[src/rtl/srl_sra_multicycle.sv]
// Iterative 32-bit logical/arithmetic right shifter: one power-of-two stage per clock (16, 8, 4, 2, 1).
// Optional macro SRL_SRA_EARLY_EXIT_EN visits only the stages whose shift-amount bit is set.
module srl_sra_multicycle (
    input  logic        clock,
    input  logic        reset_n,
    input  logic        start,
    input  logic [31:0] A,
    input  logic [4:0]  shiftamt,
    input  logic        arith,
    output logic [31:0] out,
    output logic        busy,
    output logic        done
);

    typedef enum logic [2:0] {
        ST_IDLE = 3'd0,
        ST_S16  = 3'd1,
        ST_S8   = 3'd2,
        ST_S4   = 3'd3,
        ST_S2   = 3'd4,
        ST_S1   = 3'd5
    } state_t;

    state_t      state_q, state_d;
    logic [31:0] work_q, work_d;
    logic [4:0]  amt_q, amt_d;
    logic        fill_q, fill_d;
    logic [31:0] out_q, out_d;
    logic        busy_q, busy_d;
    logic        done_q, done_d;

    logic [31:0] stage_res [5];
    logic [2:0]  cur_idx;
    logic [31:0] stepped;
    logic        last_stage;
    state_t      next_stage;

    // Candidate result of every stage; the active one is selected by cur_idx.
    generate
        for (genvar gi = 0; gi < 5; gi++) begin : g_stage
            localparam int K = 1 << gi;
            assign stage_res[gi] = {{K{fill_q}}, work_q[31:K]};
        end
    endgenerate

    function automatic state_t idx_to_state(input logic [2:0] idx);
        case (idx)
            3'd4:    return ST_S16;
            3'd3:    return ST_S8;
            3'd2:    return ST_S4;
            3'd1:    return ST_S2;
            default: return ST_S1;
        endcase
    endfunction

`ifdef SRL_SRA_EARLY_EXIT_EN
    // Highest set bit selects the first stage; zero amount lands on S1 as a pass-through.
    function automatic state_t first_stage(input logic [4:0] amt);
        if (amt[4])      return ST_S16;
        else if (amt[3]) return ST_S8;
        else if (amt[2]) return ST_S4;
        else if (amt[1]) return ST_S2;
        else             return ST_S1;
    endfunction
`endif

    always_comb begin
        case (state_q)
            ST_S16:  cur_idx = 3'd4;
            ST_S8:   cur_idx = 3'd3;
            ST_S4:   cur_idx = 3'd2;
            ST_S2:   cur_idx = 3'd1;
            default: cur_idx = 3'd0;
        endcase
    end

    assign stepped = amt_q[cur_idx] ? stage_res[cur_idx] : work_q;

`ifdef SRL_SRA_EARLY_EXIT_EN
    logic [4:0] lower_bits;
    assign lower_bits = amt_q & ((5'd1 << cur_idx) - 5'd1);
    assign last_stage = (lower_bits == 5'd0);
    assign next_stage = first_stage(lower_bits);
`else
    assign last_stage = (state_q == ST_S1);
    assign next_stage = idx_to_state(cur_idx - 3'd1);
`endif

    always_comb begin
        state_d = state_q;
        work_d  = work_q;
        amt_d   = amt_q;
        fill_d  = fill_q;
        out_d   = out_q;
        busy_d  = busy_q;
        done_d  = 1'b0;
        if (state_q == ST_IDLE) begin
            if (start) begin
                work_d  = A;
                amt_d   = shiftamt;
                fill_d  = arith & A[31];
                busy_d  = 1'b1;
`ifdef SRL_SRA_EARLY_EXIT_EN
                state_d = first_stage(shiftamt);
`else
                state_d = ST_S16;
`endif
            end
        end else begin
            work_d = stepped;
            if (last_stage) begin
                out_d   = stepped;
                done_d  = 1'b1;
                busy_d  = 1'b0;
                state_d = ST_IDLE;
            end else begin
                state_d = next_stage;
            end
        end
    end

    always_ff @(posedge clock or negedge reset_n) begin
        if (!reset_n) begin
            state_q <= ST_IDLE;
            work_q  <= 32'd0;
            amt_q   <= 5'd0;
            fill_q  <= 1'b0;
            out_q   <= 32'd0;
            busy_q  <= 1'b0;
            done_q  <= 1'b0;
        end else begin
            state_q <= state_d;
            work_q  <= work_d;
            amt_q   <= amt_d;
            fill_q  <= fill_d;
            out_q   <= out_d;
            busy_q  <= busy_d;
            done_q  <= done_d;
        end
    end

    assign out  = out_q;
    assign busy = busy_q;
    assign done = done_q;

endmodule
[config.mk]
export PLATFORM = sky130hd
export DESIGN_NAME = srl_sra_multicycle
export DESIGN_NICKNAME = d
export VERILOG_FILES = /design/src/rtl/srl_sra_multicycle.sv
export SDC_FILE = /design/constraint.sdc
export NUM_CORES = 1
export LEC_CHECK = 0
export CAP_MARGIN = 20
export CORE_ASPECT_RATIO = 0.7
export CORE_MARGIN = 8
export CORE_UTILIZATION = 59
export CTS_CLUSTER_DIAMETER = 100
export CTS_CLUSTER_SIZE = 12
export DETAILED_ROUTE_END_ITERATION = 10
export PLACE_DENSITY = 0.94
export SKIP_LAST_GASP = 1
export SLEW_MARGIN = 20
export SYNTH_ARGS = -nofsm -noshare
export SYNTH_HDL_FRONTEND = slang
export SYNTH_SLANG_ARGS = --single-unit
export TNS_END_PERCENT = 50
[constraint.sdc]
create_clock -name clock -period 3.3 [get_ports clock]
set_input_delay 0.33 -clock clock [delete_from_list [all_inputs] [get_ports clock]]
set_output_delay 0.33 -clock clock [all_outputs]
set_load 0.01 [all_outputs]
==> results.txt, run 1 <==
The flow ran to the end, and the final reports show no timing, DRC or antenna violations. Combinational cells account for 59.4% of the total power. During synthesis, Yosys emitted a total of 0 warnings.

The transition time at the pin with the least slew margin was 0.945 ns. The tools report the number of nets with antenna violations after routing as 0. The first global-routing pass estimated 24.9 mm of wire. For the worst setup path, the data arrival time is 2.80 ns. Synthesis produced a netlist whose cell count is 563. The height of the die works out to 92.2 µm. Yosys mapped the design onto 50 distinct sky130hd cell types. The net count of the mapped netlist came out at 604. The fraction of power spent switching nets is 49.0%, and the initial detailed-routing violation count is 613. The area of the die is 0.0115 mm². The fill cell total of the finished layout is 602. The tool flagged a number of max-cap violations equal to 0.

Global routing used 26.5% of the available tracks across all layers. The run gives 0 ns as the aggregate negative setup slack. The worst setup path is of the reg -> reg kind. The flop and latch count out of synthesis works out to 75. The final layout contains routed wiring with a total length of 15.2 mm.

Routability-driven placement finished with a final weighted congestion of 0.981. Setup slack on the worst reg-to-reg path comes out at 0.69 ns. The number of antenna violations at the first check in global routing came out at 1. The run gives 37.0% as the relative slew slack. The wire-length estimate of the detail-placed layout is 10.7 mm. Once the floorplan was initialized, standard cells occupied 61.4% of the core.

Of all nets on the critical path, the largest fanout is 17. STA classifies the critical path endpoint as a register. Detailed-route DRC error count: 0. Fraction of registers with async set or reset after synthesis: 100%.

CTS saw 75 sinks. The tools report the global-route congestion overflow total as 0. The highest cell delay on the worst timing path came out at 0.58 ns. In this run, CTS created clock tree buffers numbering 9.

The post-synthesis instance area was 0.00490 mm²; the count of boundary I/O pins was 75. For the number of global-route vias before repair, the log shows 4592. Setup violations remaining at the end of the flow were counted as 0. The tools report the largest net degree at the start of global routing as 44.

Counting along the longest clock path gives a buffer depth of 2. Dividing the synthesized area by the synthesized cell count gives 8.70 µm². After clock tree synthesis, the clock-pin slew on the worst setup and hold paths is 0.06 ns. Based on the critical path, the design can be clocked at up to 384 MHz.

The standard-cell row count was 27; the x dimension of the die was 125 µm. The vias per cell is 6.75, and the quantity of I/O buffers inserted on ports is 74. Across the routed clock network, the largest skew measured is 0.00656 ns. The proportion of power drawn by flip-flops and latches is 27.6%. The worst path uses 78.9% of the clock period.

Setup slack closes at 0.695 ns. Worst-case setup slack after placement: 0.761 ns. In this run the power density over the cells is 1190 mW/mm². The average wire per cell in the routed design was 21.2 µm. Clock root buffer: sky130_fd_sc_hd__clkbuf_16. The number of gates resized after CTS was 0. The number of cells on the worst reg-to-reg path is 5. Relative to the synthesized area, the layout overhead comes to 20.3%. Traced cell by cell, the critical path runs through and3b_1, a211oi_2, o21a_2, a2bb2oi_4, o221ai_1. The core region is 0.00797 mm².

The H-tree generated during clock tree synthesis spans 3 levels. The share of post-route cells with drive strength above 1 was 8.77%; the final max-slew violation count was 0. STA classifies the critical path startpoint as a register. The startpoint identified for the worst register-to-register timing path is state_q[1]. In the final design database the tool counted 652 nets.

The first-pass detailed-route iteration total was 6; the worst IR drop on VDD was 0.000579 V. Summed over all cells, the static leakage comes to 2.49 nW. In this run, post-CTS hold repair placed 0 buffers. For the net switching power, the log shows 3.43 mW. The clock network is responsible for 13.0% of the overall power. The endpoint identified for the worst register-to-register timing path is work_q[5]. Summing the sequential cell areas from Yosys gives 38.3% of the chip area.

The number of antenna diodes in the final layout is 0. The top flip-flop cell by instance count after synthesis was sky130_fd_sc_hd__dfrtp_1. Cell internal power was estimated by the tool at 3.56 mW.

The clock reaches the later pin of the worst-skew pair after 0.35 ns. The synthesized design contains 0 enable-type register cells. Summing internal, switching and leakage power gives 6.99 mW. The post-route minimum period was 2.61 ns; the post-layout utilization of the core was 73.9%. The data required time of the worst path was 3.49 ns. Once the clock tree was built, the setup fixing pass inserted 0 buffers. For the number of hold violations in the final report, the log shows 0.

TritonCTS built the clock tree. The tightest min-delay check is of the in -> async type. Setup repair after global routing left no endpoint under its margin. The largest individual stage delay along the critical path comes from the cell sky130_fd_sc_hd__dfrtp_1. The tools report the vias after detailed routing as 4839.
==> layer usage <==
metal	GRT usage, %	routed length (µm)	part of all wire (%)	vias up
met2	40.2	6610	44	314
li1	-	-	-	2176
met3	7.23	1600	11	45
met4	8.68	341	2.2	2
met5	0	12	0.079	-
met1	36.1	6610	44	2302
==> how the worst max path moves through the flow <==
stage	cells past startpoint	startpoint	to	slack, ns
after global routing	6	state_q[1]	out[24]	0.60
after floorplan	7	state_q[1]	work_q[17]	1.46
after CTS	6	state_q[1]	out[24]	0.76
after global placement	6	state_q[1]	out[24]	0.86
after detailed placement	6	register	work_q[14]	0.76
final	5	state_q[1]	work_q[5]	0.69
==> sequential cells by signal, summed over array words and instances (netlist names), named ones only <==
register	flops
out	32
work_q	32
amt_q	5
state_q	2
busy	1
done	1
fill_q	1
==> synthesized netlist by cell type (3+ instances only) <==
library cell / count / share of area, %
sky130_fd_sc_hd__buf_1: 3 / 0.23
sky130_fd_sc_hd__buf_6: 4 / 0.92
sky130_fd_sc_hd__o31ai_1: 12 / 1.8
sky130_fd_sc_hd__buf_2: 18 / 1.8
sky130_fd_sc_hd__and3_1: 4 / 0.51
sky130_fd_sc_hd__nor2b_1: 6 / 0.77
sky130_fd_sc_hd__mux2i_1: 46 / 9.4
sky130_fd_sc_hd__buf_4: 5 / 0.77
sky130_fd_sc_hd__a211oi_1: 11 / 1.7
sky130_fd_sc_hd__clkbuf_1: 24 / 1.8
sky130_fd_sc_hd__o21ai_1: 9 / 0.92
sky130_fd_sc_hd__a211o_1: 7 / 1.3
sky130_fd_sc_hd__o21ai_0: 31 / 3.2
sky130_fd_sc_hd__a21oi_1: 41 / 4.2
sky130_fd_sc_hd__nand3_1: 9 / 0.92
sky130_fd_sc_hd__o22ai_1: 10 / 1.3
sky130_fd_sc_hd__inv_1: 27 / 2.1
sky130_fd_sc_hd__dfrtp_1: 75 / 38
sky130_fd_sc_hd__mux2_2: 6 / 1.4
sky130_fd_sc_hd__a22oi_1: 3 / 0.46
sky130_fd_sc_hd__a311oi_1: 13 / 2.3
sky130_fd_sc_hd__and2_1: 7 / 0.89
sky130_fd_sc_hd__a221o_1: 10 / 2.0
sky130_fd_sc_hd__nand2_1: 90 / 6.9
sky130_fd_sc_hd__o31a_1: 12 / 2.1
sky130_fd_sc_hd__nor2_1: 15 / 1.1
sky130_fd_sc_hd__nand2b_1: 5 / 0.64
sky130_fd_sc_hd__o221ai_1: 21 / 3.8
sky130_fd_sc_hd__a31oi_1: 5 / 0.64
sky130_fd_sc_hd__nor3_1: 8 / 0.82
==> per-stage QoR <==
stage / hold WS (ns) / instances / instance area [µm²]
final: 0.128 / 717 / 5890
after global routing: 0.198 / 717 / 5890
after CTS: 0.163 / 717 / 5890
after detailed placement: 0.473 / 701 / 5620
after global placement: 0.469 / 701 / 5620
after floorplan: 0.0344 / 563 / 4900
==> cell usage in the layout (no fill, tap or decap), drive strengths merged, types with 5 or more instances in the layout <==
cell	synthesis	final
nand2	91	91
dfrtp	75	75
clkdlybuf4s50	0	73
mux2i	46	46
a21oi	42	42
o21ai	40	40
inv	27	27
o221ai	21	21
buf	30	18
nor2	17	17
a311oi	13	13
a211oi	13	13
o31a	12	12
o31ai	12	12
o22ai	11	11
a221o	10	10
clkbuf	24	10
nand3	9	9
nor3	8	8
a211o	7	7
and2	7	7
mux2	7	7
nor2b	6	6
nand2b	5	5
a31oi	5	5
==> final cells by class <==
cell class	instances	area, µm²	area share [%]
multi-input cells	407	2650	45.0
flip-flops and latches	75	1880	31.9
repair buffers	91	863	14.7
clock buffers	10	229	3.89
well taps	101	126	2.15
inverters	27	101	1.72
clock inverters	6	42.5	0.722
==> cell families (layout without fill, tap and decap cells) <==
| logic type | after synthesis | after routing | synth area share, % |
|---|---|---|---|
| buffers and inverters | 81 | 134 | 7.67 |
| XOR/XNOR | 1 | 1 | 0.179 |
| AND/OR/NAND/NOR | 153 | 153 | 13.9 |
| AO/OA/AOI/OAI | 200 | 200 | 28.9 |
| flip-flops | 75 | 75 | 38.3 |
| multiplexers | 53 | 53 | 11.1 |
==> critical path, delay by kind of cell (launching register included) <==
family	cells	cell delay (ns)
and+or+nand+nor	1	0.30
DFF	1	0.58
AOI/OAI and AO/OA	4	1.57
==> power groups by stage <==
stage,registers [mW],clock network (mW),logic [mW]
detailed placement,1.91,0,4.03
floorplan,1.70,0,3.00
CTS,1.90,0.915,4.07
global route,1.97,0.952,4.47
finish,1.93,0.909,4.15
global placement,1.89,0,3.89
Note: power is estimated with default switching activity, not from simulation.
==> run 2, diff against run 1 <==
CORE_UTILIZATION = 50   (was 59)
PLACE_DENSITY = 0.86   (was 0.94)
clock period = 2.2 ns   (was 3.3 ns; I/O delays follow)
==> run 2 against run 1 <==
Compared with the run above: die area is 15% higher; largest power group unchanged; sequential share of layout area is 2.5 points lower; power is 69% higher; highest routed layer is now met4; register-to-register slack worse by 0.60 ns.
==> results.txt, run 2 (same netlist as run 1, synthesis figures left out) <==
After filler insertion, the fill cell instance count of the layout stands at 849. The number of nets with antenna violations after routing is 0. In this run the most used layer during global routing was met2. In the routed layout, each cell is associated on average with a via count of 6.25.

For this block, the initial DRC count from the detailed router was 471. Worst IR drop on VDD: 0.00112 V. In the routed design, unresolved DRC markers number 0.

In this run switching power makes up 45.6% of total power. TritonCTS built the clock tree. The run gives 0 as the final max-slew violation count. Height of the die: 98.8 µm.

The maximum clock insertion buffer count came out at 2. Global routing consumed, on the met2 layer, 36.1% of the routing resources. For the worst-case setup slack after placement, the log shows 0.0637 ns. For the clock tree skew after final layout, the log shows 0.00424 ns. For this run the aggregate overflow at the end of global routing stands at 0.

The quantity of I/O buffers inserted on ports was 74; the clock latency on the worst-skew pair was 0.34 ns. The tools report the vias after detailed routing as 4896. For the floorplan core area, the log shows 0.00961 mm².

The path type of the worst min-delay path was in -> async. The initial utilization of the core area, before any placement, comes to 51.0%. The internal power consumption is 6.43 mW. For the worst setup path, the data required time is 2.41 ns.

The most common cell after layout, fill and taps aside is sky130_fd_sc_hd__nand2_1. Along the worst path, the maximum fanout reaches 11. The flow ran to the end, and the final reports show no timing, DRC or antenna violations. Number of antenna violations at the first check in global routing: 0. The relative slew slack came out at 68.9%. Once placement completed, the tool counted placed cells totaling 766. Setup violations remaining at the end of the flow were counted as 0. Buffers added to address setup during post-CTS repair amount to 0.

The number of clock sinks is 75. The logs give 35.7% for the global routing met1 resource utilization and 783 for the filler-free cell count of the finished design. Clock tree synthesis inserted a total of 9 buffers.

Transition time at the pin with the least slew margin: 0.463 ns. The worst setup path is captured at a register. The number of global-route vias before repair is 4821, and the number of hold violations in the final report is 0. Dividing the detail-routed wire length by the instance count gives 21.3 µm. For this design the top-level I/O count stands at 75. Path type of the worst setup path: reg -> reg. The net switching power was 5.39 mW. The die covers 0.0133 mm². The area growth from synthesis to layout is 30.7%. The first global-routing pass estimated 26.8 mm of wire. The floorplan has 30 rows. The logs give 476 MHz for the achievable frequency and 2.76 nW for the static leakage power. Before antenna repair, the detailed router went through 5 iterations. The clock transition at the register clock pins on the worst setup and hold paths after CTS is 0.06 ns, and the total track usage is 25.3%. The sum of routed wire length over all layers was 16.7 mm; the max capacitance violation total was 0. For this design the ratio of total power to cell area is 1850 mW/mm². The share of the clock period used by the worst path after layout was 95.5%. For the final RePlAce weighted congestion, the log shows 0.947. The worst setup path is launched from a register. The clock root buffer was sky130_fd_sc_hd__clkbuf_16. Hold timing on the final database bottoms out at a slack of 0.376 ns.

The clock period could shrink to 2.10 ns. The x dimension of the die works out to 134 µm. The library cells used most frequently in the layout, excluding fill and tap cells, are 89 x sky130_fd_sc_hd__nand2_1, 73 x sky130_fd_sc_hd__dfrtp_1, 73 x sky130_fd_sc_hd__clkdlybuf4s50_1. The tools report the proportion of power drawn by combinational gates as 62.4%.

The largest net degree at the start of global routing was 40; the proportion of power drawn by flip-flops and latches was 23.2%. The worst path setup slack after routing was 0.0983 ns; the layout net count was 691. The run gives 0 ns as the aggregate negative setup slack. Data arrives at the worst endpoint at 2.31 ns. For met3 alone, demand over resource in global routing was 7.67%. Per report_power, the clock group accounts for 14.5% of the total.

The number of antenna repair diodes is 0, and the share of post-route cells with drive strength above 1 is 14.0%. The final HPWL from detailed placement is 12.4 mm. The run gives 3 as the maximum level of the CTS H-tree.
## run 2: power by group through the flow
stage / Sequential (mW) / Combinational [mW] / Clock (mW)
6_report: 2.74 / 7.37 / 1.71
5_1_grt: 2.79 / 7.95 / 1.78
4_1_cts: 2.71 / 7.24 / 1.72
3_5_place_dp: 2.73 / 7.19 / 0
3_3_place_gp: 2.70 / 7.07 / 0
2_1_floorplan: 2.54 / 4.51 / 0
## run 2: critical path: stages (launching register included)
cell and delay (ns):
sky130_fd_sc_hd__dfrtp_1 0.47, sky130_fd_sc_hd__and3b_1 0.24, sky130_fd_sc_hd__a211oi_2 0.36, sky130_fd_sc_hd__o21a_4 0.33, sky130_fd_sc_hd__o22ai_2 0.17, sky130_fd_sc_hd__a221o_1 0.40
## run 2: repair_timing
| action | CTS | global route |
|---|---|---|
| endpoints found under the hold margin | 29 | 0 |
| gates resized for setup | 0 | 1 |
| endpoints found under the setup margin | 0 | 27 |
| hold buffers | 1 | 0 |
## run 2: layer usage
| layer | vias up | routed length [µm] |
|---|---|---|
| met5 | - | 0 |
| met4 | 0 | 296 |
| met3 | 27 | 1650 |
| met2 | 255 | 7040 |
| met1 | 2362 | 7680 |
| li1 | 2252 | - |
## run 2: stage by stage
step	utilization (%)	area, µm²	power (mW)
detailed placement	62.9	6040	9.92
global placement	62.9	6040	9.77
global route	66.6	6400	12.5
floorplan	-	4900	7.05
CTS	66.5	6390	11.7
finish	66.6	6400	11.8
## run 2: final cells by class
class	count	area (µm²)	area share [%]
well taps	128	160	2.50
repair buffers	130	1260	19.7
clock inverters	5	100	1.56
multi-input cells	407	2660	41.5
inverters	27	101	1.58
clock buffers	11	243	3.79
flip-flops and latches	75	1880	29.4
## run 2: final timing paths
check | from | to | slack (ns) | depth (start not counted)
min in group clock | shiftamt[1] | amt_q[1] | 0.43 | 3
max reg2reg | state_q[1] | work_q[15] | 0.1 | 5
max | state_q[1] | work_q[15] | 0.1 | 5
max in group asynchronous | reset_n | work_q[27] | 1.22 | 3
min | reset_n | work_q[20] | 0.38 | 2
min reg2reg | busy | busy | 0.48 | 2
